**src/rtl/npc_ras_unit.sv**
```systemverilog
// npc_ras_unit: fetch-stage PC register, next-PC select and a circular
// return-address stack (RAS) for jal/jalr -> jr $ra pairs.
// Optional macro NPC_RAS_CHECK_EN: compare the stacked return address with
// the forwarded rs_data on every non-empty pop. On a mismatch, take rs_data
// and pulse ras_miss. With the macro undefined, ras_miss is tied to 0 and no
// comparator is built.
module npc_ras_unit #(
    parameter int          WIDTH     = 32,
    parameter int          RAS_DEPTH = 4,
    parameter logic [31:0] RESET_PC  = 32'h0000_3000
) (
    input  logic                         clk,
    input  logic                         reset_n,
    input  logic                         stall,
    input  logic [2:0]                   npc_sel,
    input  logic [31:0]                  instr_d,
    input  logic [WIDTH-1:0]             pc4_d,
    input  logic [WIDTH-1:0]             rs_data,
    input  logic [WIDTH-1:0]             rd_data,
    input  logic                         ras_push,
    output logic [WIDTH-1:0]             pc,
    output logic [WIDTH-1:0]             pc_plus4,
    output logic [WIDTH-1:0]             npc,
    output logic [$clog2(RAS_DEPTH):0]   ras_count,
    output logic                         ras_underflow,
    output logic                         ras_miss
);

    localparam int PTR_W = $clog2(RAS_DEPTH);
    localparam int CNT_W = PTR_W + 1;

    localparam logic [WIDTH-1:0] LP_RESET_PC = WIDTH'(RESET_PC);
    localparam logic [CNT_W-1:0] LP_FULL     = CNT_W'(RAS_DEPTH);

    typedef enum logic [2:0] {
        SEL_SEQ   = 3'b000,
        SEL_BR    = 3'b001,
        SEL_J     = 3'b010,
        SEL_JR    = 3'b011,
        SEL_BGEAL = 3'b100,
        SEL_RAS   = 3'b101
    } npc_sel_e;

    logic [WIDTH-1:0] r_pc;
    logic [WIDTH-1:0] r_stack [RAS_DEPTH];
    logic [PTR_W-1:0] r_top;
    logic [CNT_W-1:0] r_count;
    logic             r_underflow;

    logic [WIDTH-1:0] w_pc_plus4;
    logic [WIDTH-1:0] w_br_off;
    logic [WIDTH-1:0] w_ret_addr;
    logic [WIDTH-1:0] w_top_entry;
    logic [WIDTH-1:0] w_ras_target;
    logic [WIDTH-1:0] w_npc;
    logic [PTR_W-1:0] w_top_inc;
    logic             w_empty;
    logic             w_pop;
    logic             w_mismatch;
    logic             w_unused_instr;

    assign w_pc_plus4  = r_pc + WIDTH'(4);
    assign w_br_off    = {{(WIDTH-18){instr_d[15]}}, instr_d[15:0], 2'b00};
    // The return address skips the delay slot, hence the extra +4 over pc4_d.
    assign w_ret_addr  = pc4_d + WIDTH'(4);
    assign w_top_entry = r_stack[r_top];
    assign w_top_inc   = r_top + PTR_W'(1);
    assign w_empty     = (r_count == '0);
    assign w_pop       = (npc_sel == SEL_RAS);
    assign w_unused_instr = &{1'b0, instr_d[31:26]};

    // Pick the RAS-return target: an empty stack falls back to rs_data.
    always_comb begin
        // NOTE: every always_comb output gets a default first so no path can infer a latch.
        w_mismatch   = 1'b0;
        w_ras_target = w_top_entry;
`ifdef NPC_RAS_CHECK_EN
        w_mismatch = (w_top_entry != rs_data);
        if (w_empty || w_mismatch) begin
            w_ras_target = rs_data;
        end
`else
        if (w_empty) begin
            w_ras_target = rs_data;
        end
`endif
    end

    // Next-PC multiplexer; reserved encodings fall through to sequential fetch.
    always_comb begin
        w_npc = w_pc_plus4;
        case (npc_sel)
            SEL_SEQ:   w_npc = w_pc_plus4;
            SEL_BR:    w_npc = pc4_d + w_br_off;
            SEL_J:     w_npc = {pc4_d[WIDTH-1:28], instr_d[25:0], 2'b00};
            SEL_JR:    w_npc = rs_data;
            SEL_BGEAL: w_npc = pc4_d + rd_data;
            SEL_RAS:   w_npc = w_ras_target;
            default:   w_npc = w_pc_plus4;
        endcase
    end

    // PC register and RAS state; everything freezes while stall is high.
    always_ff @(posedge clk) begin
        if (!reset_n) begin
            r_pc        <= LP_RESET_PC;
            r_top       <= '0;
            r_count     <= '0;
            r_underflow <= 1'b0;
            // NOTE: the stack entries are reset explicitly because the reset state must be all-zero, not just "count = 0".
            for (int i = 0; i < RAS_DEPTH; i++) begin
                r_stack[i] <= '0;
            end
        end else begin
            r_underflow <= 1'b0;
            if (!stall) begin
                r_pc        <= w_npc;
                r_underflow <= w_pop && w_empty;
                if (ras_push && w_pop && !w_empty) begin
                    // Call and return together: swap the top entry in place.
                    r_stack[r_top] <= w_ret_addr;
                end else if (ras_push) begin
                    // A full stack wraps onto its oldest entry.
                    r_stack[w_top_inc] <= w_ret_addr;
                    r_top              <= w_top_inc;
                    if (r_count != LP_FULL) begin
                        r_count <= r_count + CNT_W'(1);
                    end
                end else if (w_pop && !w_empty) begin
                    r_top   <= r_top - PTR_W'(1);
                    r_count <= r_count - CNT_W'(1);
                end
            end
        end
    end

`ifdef NPC_RAS_CHECK_EN
    logic r_miss;

    // Registered mispredict pulse for a non-empty pop whose stacked target was wrong.
    always_ff @(posedge clk) begin
        if (!reset_n) begin
            r_miss <= 1'b0;
        end else begin
            r_miss <= !stall && w_pop && !w_empty && w_mismatch;
        end
    end

    assign ras_miss = r_miss;
`else
    logic w_unused_mismatch;
    assign w_unused_mismatch = w_mismatch;
    assign ras_miss          = 1'b0;
`endif

    assign pc            = r_pc;
    assign pc_plus4      = w_pc_plus4;
    assign npc           = w_npc;
    assign ras_count     = r_count;
    assign ras_underflow = r_underflow;

endmodule

```
**config.mk**
```make
export PLATFORM = sky130hd
export DESIGN_NAME = npc_ras_unit
export DESIGN_NICKNAME = d
export VERILOG_FILES = /design/src/rtl/npc_ras_unit.sv
export SDC_FILE = /design/constraint.sdc
export NUM_CORES = 1
export LEC_CHECK = 0
export ABC_AREA = 1
export BUFFER_PORTS_ARGS = -buffer_cell sky130_fd_sc_hd__buf_2
export CAP_MARGIN = 15
export CORE_MARGIN = 2
export CORE_UTILIZATION = 39
export CTS_BUF_LIST = sky130_fd_sc_hd__clkbuf_8
export CTS_CLUSTER_DIAMETER = 60
export DETAILED_ROUTE_END_ITERATION = 7
export GPL_ROUTABILITY_DRIVEN = 1
export PLACE_DENSITY = 0.7
export SYNTH_ARGS = -nofsm -noshare
export SYNTH_HDL_FRONTEND = slang
export SYNTH_SLANG_ARGS = --single-unit
```
**constraint.sdc**
```tcl
create_clock -name clk -period 3.7 [get_ports clk]
set_input_delay 0 -clock clk [delete_from_list [all_inputs] [get_ports clk]]
set_output_delay 0 -clock clk [all_outputs]
set_load 0.01 [all_outputs]
```
======== Word level (Yosys, flattened, before mapping) ========
Memory sizes are Yosys's and may differ from the RTL's. A register that Yosys moved wholly into a read port is not among the register bits.
Cells that the tools add are included.
storage, ports and cells
  register bits ........................... 38
  RAM bits ................................ 128
  input port bits ......................... 135
  output and inout port bits .............. 101
  word-level logic and storage cells ...... 60
  memories ................................ 1
memories
  memory   depth  width  read ports  clocked after Yosys merged registers in  write ports  line  source
  r_stack  4      32     1           1                                        4            45    logic [WIDTH-1:0] r_stack [RAS_DEPTH];
cells by class
  add/subtract/negate cells ............... 8
  equal/unequal tests ..................... 7
  muxes and demuxes ....................... 25
  bitwise operators ....................... 3
  reductions and logical operators ........ 12
operators by type and width
  operator                                                                 number
  32-bit case mux with 5 select lines                                      1
  32-bit 2-to-1 mux                                                        3
  32-bit by 3-bit adder with 32-bit output, second input constant          2
  32-bit adder                                                             2
  32-bit OR reduction                                                      2
  1-bit 2-to-1 mux                                                         12
  2-bit 2-to-1 mux                                                         6
  3-bit 2-to-1 mux                                                         3
  3-bit by 2-bit == test with 1-bit output, second input constant          2
  3-bit == test, second input constant                                     2
  1-bit logical AND                                                        4
  4-bit AND reduction                                                      1
  3-bit by 1-bit adder with 3-bit output, second input constant            1
  3-bit by 1-bit == test with 1-bit output, second input constant          1
  3-bit logical NOT                                                        1
  3-bit inequality test, second input constant                             1
  1-bit NOT                                                                3
  3-bit AND reduction                                                      1
  3-bit by 1-bit subtractor with 3-bit output, second input constant       1
  2-bit by 1-bit adder with 2-bit output, second input constant            1
  2-bit by 1-bit inequality test with 1-bit output, second input constant  1
  2-bit nonzero test                                                       1
  2-bit OR reduction                                                       1
  2-bit by 1-bit subtractor with 2-bit output, second input constant       1
  1-bit logical NOT                                                        1

======== Longest topological paths before layout ========
Gate-level depths: netlist of the first run.
  word-level depth ........................ 10
  mapped depth ............................ 17
  mapped depth without buffers ............ 17

======== Least setup slack after synthesis of the first run ========
Ideal clock, no wire load.
  path kind ............................... register to register
  start ................................... register r_count[0], in the netlist ras_count[0]
  end ..................................... memory r_stack[3][0], enable pin
  library setup time ...................... 0.461 ns
  arrival time ............................ 3.522 ns
  data required time ...................... 3.239 ns
  slack ................................... -0.283 ns
  stages on the path, launching flop included .. 11
  path buffers ............................ 0
  period minus slack after synthesis ...... 3.983 ns
  path through ............................ dfxtp_1 inv_1 nand3_1 nand3_4 inv_4 nor2_8 inv_2 nand2_1 o21ai_1 inv_1 nor3_1
RTL lines
  item                      line  source
  start: declaration        47    logic [CNT_W-1:0] r_count;
  start signal: assignment  127   r_count <= r_count + CNT_W'(1);
  start signal: assignment  131   r_count <= r_count - CNT_W'(1);
  end: declaration          45

==> results of run 1 <==
[power by group through the flow]
stage	Combinational [uW]	Clock (uW)	Sequential, uW
finish	1830	1270	2240
global route	2000	1350	2260
floorplan	1060	0	2280
CTS	1800	1280	2240
detailed placement	1780	0	2280
global placement	1760	0	2280
[per-stage QoR]
stage | setup slack (ns) | util (%) | instance area, sq um | cells
after floorplan | 0.700 | - | 14400 | 2233
after global placement | 0.919 | 44.0 | 16000 | 2894
after detailed placement | 0.858 | 44.0 | 16000 | 2894
after CTS | 0.378 | 45.5 | 16600 | 2942
after global routing | 0.0919 | 45.5 | 16600 | 2945
final | 0.248 | 45.5 | 16600 | 2946
[state kept, by name, summed over array words and instances (netlist names), named ones only]
register and cells:
ras_count 3, r_top 2, pc 32, ras_underflow 1
r_stack 128
[cell families after synthesis]
family / synth area share, %
AOI/OAI and AO/OA: 12.2
xor gates and xnor gates: 2.32
adders and majority gates: 5.81
buffers and inverters: 11.5
DFF: 32.3
other: 0.0261
and+or+nand+nor: 35.8
[layer usage]
layer / track usage, % / vias to the layer above / share of wire, %
met1: 39.9 / 7297 / 42
met2: 49.0 / 758 / 45
li1: - / 7662 / -
met3: 4.16 / 130 / 7.9
met4: 15.4 / 0 / 5.1
met5: 0 / - / 0
[Yosys cell counts (13+ instances only)]
master      n
dfxtp_1    40
nor2_1    316
o21ai_0   136
a21oi_1   122
a211oi_1   16
nor4_1     15
clkbuf_1   38
xnor2_1    13
nand4_1    31
nand3_1   144
or2_2      17
nand3b_1   13
ha_1       62
nor3_1     25
nand2_1   621
inv_1     350
edfxtp_1  128
xor2_1     25
o22ai_1    20
[how the worst max path moves through the flow]
stage,start,to,slack (ns)
floorplan,ras_count[0]$_SDFFE_PN0P_,r_stack[3][0]$_DFFE_PP_,0.70
detailed placement,ras_count[0]$_SDFFE_PN0P_,r_stack[0][12]$_SDFFCE_PN0P_,0.86
finish,flip-flop,npc[22],0.25
global placement,flip-flop,pc[29]$_SDFFE_PN0N_,0.92
CTS,flip-flop,npc[26],0.38
global route,flip-flop,npc[21],0.09
[worst max-delay path, delay by kind of cell (launching register included)]
family | cells | cell delay (ns)
compound gates | 3 | 1.01
flops | 1 | 0.69
simple gates | 4 | 0.65
buf+inv | 4 | 0.58
[layout make-up]
cell class / instances / area (sq um) / share of cell area [%]
Multi-Input combinational cell: 1641 / 8090 / 48.8
Sequential cell: 168 / 4650 / 28.0
Antenna cell: 4 / 10.0 / 0.0604
Clock inverter: 14 / 120 / 0.724
Inverter: 363 / 1370 / 8.25
Tap cell: 468 / 586 / 3.53
Timing Repair Buffer: 271 / 1530 / 9.23
Clock buffer: 17 / 234 / 1.41
==> reports/qor.csv, run 1 <==
metric,value,unit
fp.dieW,196,microns
tightest_slew,1.03,ns
layout_common_cells,"nand2_1 (621), inv_1 (355), nor2_1 (316), buf_2 (228), nand3_1 (144)",
path_max_fanout,31,
cts-htree-levels,4,
die_h,196,microns
swShare,37.9,%
layout_commonest_cell,nand2_1,
p_comb_share,34.2,%
relSlewSlack,31.2,%
p_leak,0.00834,uW
grt_pass1_wl,86700,microns
grt_usage,30.4,%
min_to,pc[1]$_SDFFE_PN0N_,
vias,15800,
pwr-share-seq,42.0,%
portBuffers,228,
whs,0.0121,ns
hold_depth,5,
rsz0062_at_grt,false,
yosysWarnings,0,
final.fill_count,3828,
final.min_clock_period,3.45,ns
initial_core_util,39.5,%
fin_crit_sh,93.3,%
wl_per_cell,19.9,microns
setup_viol,0,
drtIter0Drc,1660,
firstDrtPassIters,6,
hold_viol_final,0,
cp.required,3.70,ns
r2r_slack,0.73,ns
status,finished clean,
drt-total-wl,58800,microns
drive_above_1_share,13.3,%
cts_buffers,17,
r2r_end,pc[22]$_SDFFE_PN0N_,
finClkSkew,0.0176,ns
worstHoldPathType,input pin to flip-flop,
avgSynthCellArea,6.44,sq um
crit_type,flip-flop to primary output,
dp_hpwl,46900,microns
synth_top_area_share,26.7,%
drc,0,
crit_path_max_incr_delay,0.81,ns
holdCritStartpoint,rs_data[1],
max_freq,0.290,GHz
core_area,0.0364,sq mm
clk_latency,0.51,ns
crit_arrival,3.45,ns
totalPowerFinal,5340,uW
drv_cap,0,
viasPerCell,5.38,
netlist_area,0.0144,sq mm
powerDensity,322,mW/mm^2
p_sw,2030,uW
worstSetupStartpointType,flip-flop,
synthDistinctLibCells,53,
path_clk_slew,0.09,ns
area_growth,15.4,%
worst_setup_path_end_kind,primary output,
cts_setup_buffers,0,
ant_nets,0,
cts.repair.resized,0,
fin_setup_tns,0,ns
p_int,3320,uW
cts_buffer_depth,2,
nets,2662,
netlist.top_cell.by_area,edfxtp_1,
dieArea,0.0384,sq mm
antenna_found_initial,4,
cts_tree,done,
ys_seq_area_share,32.3,%
grt_max_degree,58,
reg2reg_depth,10,
hold_buffers,17,
cts_root_buf,clkbuf_8,
crit_chain,clkinv_1 -> buf_4 -> nor2_1 -> nor2_1 -> o21ai_0 -> a21oi_1 -> a211oi_1 -> nand3_1 -> nand2_1 -> inv_1 -> buf_2,
power_frac_clock,23.8,%
synthArstFlopShare,0,%
vdd_drop_max,0.000324,V
grt_pass1_vias,14700,
synthTopCellsByArea,"edfxtp_1 (27%), nand2_1 (16%), inv_1 (9.1%)",
grt_overflow,0,
syn_nets,2433,
slowest_stage,a211oi_1,
synth_seq_cells,168,
crit_path_frequent_cell,nor2_1,
clock-sinks,168,
synth_edf_count,128,
rows,70,
synth_flop_cell,edfxtp_1,
num_io_pins,236,
slew_violations,0,
syn_inst,2233,
place_congestion,1.06,
(Power assumes the default switching activity.)
==> run 2: changes to the inputs <==
--- a/config.mk
+++ b/config.mk
@@ -5,7 +5,6 @@
 export SDC_FILE = /design/constraint.sdc
 export NUM_CORES = 1
 export LEC_CHECK = 0
-export ABC_AREA = 1
 export BUFFER_PORTS_ARGS = -buffer_cell sky130_fd_sc_hd__buf_2
 export CAP_MARGIN = 15
 export CORE_MARGIN = 2
@@ -14,7 +13,8 @@
 export CTS_CLUSTER_DIAMETER = 60
 export DETAILED_ROUTE_END_ITERATION = 7
 export GPL_ROUTABILITY_DRIVEN = 1
-export PLACE_DENSITY = 0.7
+export GPL_TIMING_DRIVEN = 0
+export PLACE_DENSITY = 0.71
 export SYNTH_ARGS = -nofsm -noshare
 export SYNTH_HDL_FRONTEND = slang
 export SYNTH_SLANG_ARGS = --single-unit
==> run 2 against run 1 <==
Area after synthesis is 14% lower. Maximum frequency is 2.4% lower. Synthesized cell count is 38% lower. Flip-flop and latch count stayed put. Setup slack worse by 0.084 ns. Sequential power is 2% lower. Worst hold slack better by 0.0095 ns. Critical path type is now input pin to primary output. Largest cell class unchanged.
==> reports/qor.csv, run 2 <==
metric,value,unit
netlist_area,0.0124,sq mm
cts_root_buf,clkbuf_8,
synthTopCellsByArea,"edfxtp_1 (31%), dfxtp_1 (6.5%), nor2_1 (6.3%)",
r2r_end,r_stack[1][31]$_SDFFCE_PN0P_,
hold_viol_final,0,
relSlewSlack,37.3,%
nets,1831,
clock-sinks,168,
layout_commonest_cell,buf_2,
setup_viol,0,
dp_hpwl,36100,microns
synth_top_area_share,31.0,%
hold_depth,5,
cts_setup_buffers,0,
path_clk_slew,0.12,ns
drc,0,
placed_cell_area,0.0140,sq mm
drtIter0Drc,999,
synth_seq_cells,168,
cts-htree-levels,4,
worstHoldPathType,input pin to flip-flop,
place_congestion,0.991,
rows,65,
tightest_slew,0.937,ns
largest_reg_flops,128,
synthDistinctLibCells,83,
cts_tree,done,
grt_max_degree,33,
synth_compound_area_share,17.9,%
regMostFlops,r_stack,
syn_nets,1584,
synth-simple-area-share,18.3,%
regArea,0.00464,sq mm
ys_seq_area_share,37.5,%
powerDensity,358,mW/mm^2
cts_buffer_depth,2,
final.min_clock_period,3.54,ns
netlist.top_cell.by_area,edfxtp_1,
wl_per_cell,22.2,microns
yosysWarnings,0,
grt_pass1_wl,67400,microns
fp.dieW,182,microns
worst_setup_path_end_kind,primary output,
final_cell_area,0.0145,sq mm
finClkSkew,0.0196,ns
synth_xor_xnor_area_share,7.91,%
initial_core_util,39.5,%
fin_crit_sh,95.6,%
core_area,0.0314,sq mm
viasPerCell,5.88,
insertedDiodeCount,0,
synth_flop_cell,edfxtp_1,
holdCritStartpoint,rs_data[4],
syn_inst,1384,
die_h,182,microns
synth_edf_count,128,
avgSynthCellArea,8.96,sq um
finalNonFillerCells,2046,
crit_type,input pin to primary output,
p_leak,0.00605,uW
synthArstFlopShare,0,%
antenna_found_initial,1,
rsz0062_at_grt,false,
grt_usage,26.9,%
yosys.area_share.adder,6.74,%
reg2reg_from,ras_count[0]$_SDFFE_PN0P_,
synth.area.mux_share,7.21,%
cp.required,3.70,ns
drv_cap,0,
clk_latency,0.50,ns
grt_pass1_vias,11500,
synth_top_family_by_area,simple AND/OR/NAND/NOR gates,
drive_above_1_share,20.1,%
ant_nets,0,
num_io_pins,236,
ys_top_cells_by_count,"nor2_1 (207), nand2_1 (152), edfxtp_1 (128)",
firstDrtPassIters,7,
final.fill_count,3060,
reg2reg_depth,6,
cts_buffers,17,
worstSetupStartpointType,input pin,
r2r_slack,0.23,ns
min_to,pc[4]$_SDFFE_PN0N_,
grt_overflow,0,
crit_arrival,3.54,ns
dp.cells,2010,
slew_violations,0,
yosysMostFrequentCell,nor2_1,
vdd_drop_max,0.000226,V
status,finished clean,
max_freq,0.283,GHz
vias,12000,
area_growth,17.2,%
path_max_fanout,9,
multi_input_area,0.00723,sq mm
dieArea,0.0332,sq mm
drt-total-wl,45500,microns
layout_common_cells,"buf_2 (235), nor2_1 (207), nand2_1 (149), edfxtp_1 (128), a21oi_1 (125)",
portBuffers,224,
[run 2: cell types whose count changed in the layout (fill, tap and decap cells not counted), sizes merged, moves of 32 or more]
cell,before,now
nor2,324,209
inv,366,77
nand2,625,152
xnor2,13,67
mux4,0,32
clkbuf,17,66
nand3,147,46
o21ai,144,64
[run 2: area by class of cell]
cell class / count / area share, %
Multi-Input combinational cell: 1077 / 49.8
Sequential cell: 168 / 32.0
Timing Repair Buffer: 228 / 8.00
Tap cell: 402 / 3.46
Buffer: 68 / 1.96
Inverter: 71 / 1.84
Clock buffer: 17 / 1.61
Clock inverter: 15 / 1.34
[run 2: worst max-delay path: stages]
cell and delay (ns):
dlygate4sd3_1 0.54, buf_2 0.20, ha_1 0.37, o21ai_0 0.13, o211ai_1 0.31, nand2_1 0.18
o2111ai_1 0.50, o2111ai_1 0.31, o21ai_1 0.25, xnor2_1 0.12, a211oi_2 0.35, nor2_1 0.12
buf_2 0.15
[run 2: layer usage]
layer	vias to the layer above	GRT usage [%]	wire length (microns)
met4	2	12.1	1930
met2	672	45.0	21400
li1	5540	-	-
met1	5708	34.3	18000
met3	112	4.49	4120
met5	-	0	11
[run 2: worst max path at each step]
stage                              startpoint                     endpoint  slack, ns  cells after the start
global route                        flip-flop                      npc[21]      0.006                      9
CTS                                  pc4_d[2]                      npc[28]       0.06                     15
detailed placement  ras_count[0]$_SDFFE_PN0P_  r_stack[1][5]$_SDFFCE_PN0P_       0.32                      6
floorplan           ras_count[0]$_SDFFE_PN0P_  r_stack[0][0]$_SDFFCE_PN0P_        1.0                      7
global placement    ras_count[0]$_SDFFE_PN0P_  r_stack[1][4]$_SDFFCE_PN0P_      -0.19                      6
finish                               pc4_d[2]                      npc[31]       0.16                     13
[run 2: logic make-up after synthesis]
kind of cell | count (synthesis)
AOI/OAI and AO/OA | 339
xor gates and xnor gates | 112
adders and majority gates | 65
buffers and inverters | 139
DFF | 168
muxes | 49
other | 1
and+or+nand+nor | 511
[run 2: stage by stage]
stage                     worst slack, ns  util, %  hold slack (ns)  power [uW]  setup TNS, ns
after floorplan                      1.00        -            0.185        3190              0
after global placement             -0.188     44.7            0.398        3750         -12.98
after detailed placement            0.319     44.7            0.398        3760              0
after CTS                          0.0600     46.2          0.00348        5160              0
after global routing              0.00563     46.3           0.0328        5400              0
final                               0.164     46.3           0.0215        5200              0
[run 2: what timing repair did]
item | 4_1_cts | 5_1_grt
endpoints found under the setup margin | 0 | 3
gates resized for setup | 0 | 3
hold buffers | 4 | 0
endpoints found under the hold margin | 14 | 0
[run 2: power by group]
group	internal [uW]	switching [uW]	total [uW]	leakage [uW]
registers	2120	67.2	2190	0.00165
logic	588	987	1580	0.00418
clock network	528	906	1430	0.000213
total	3240	1960	5200	0.00605
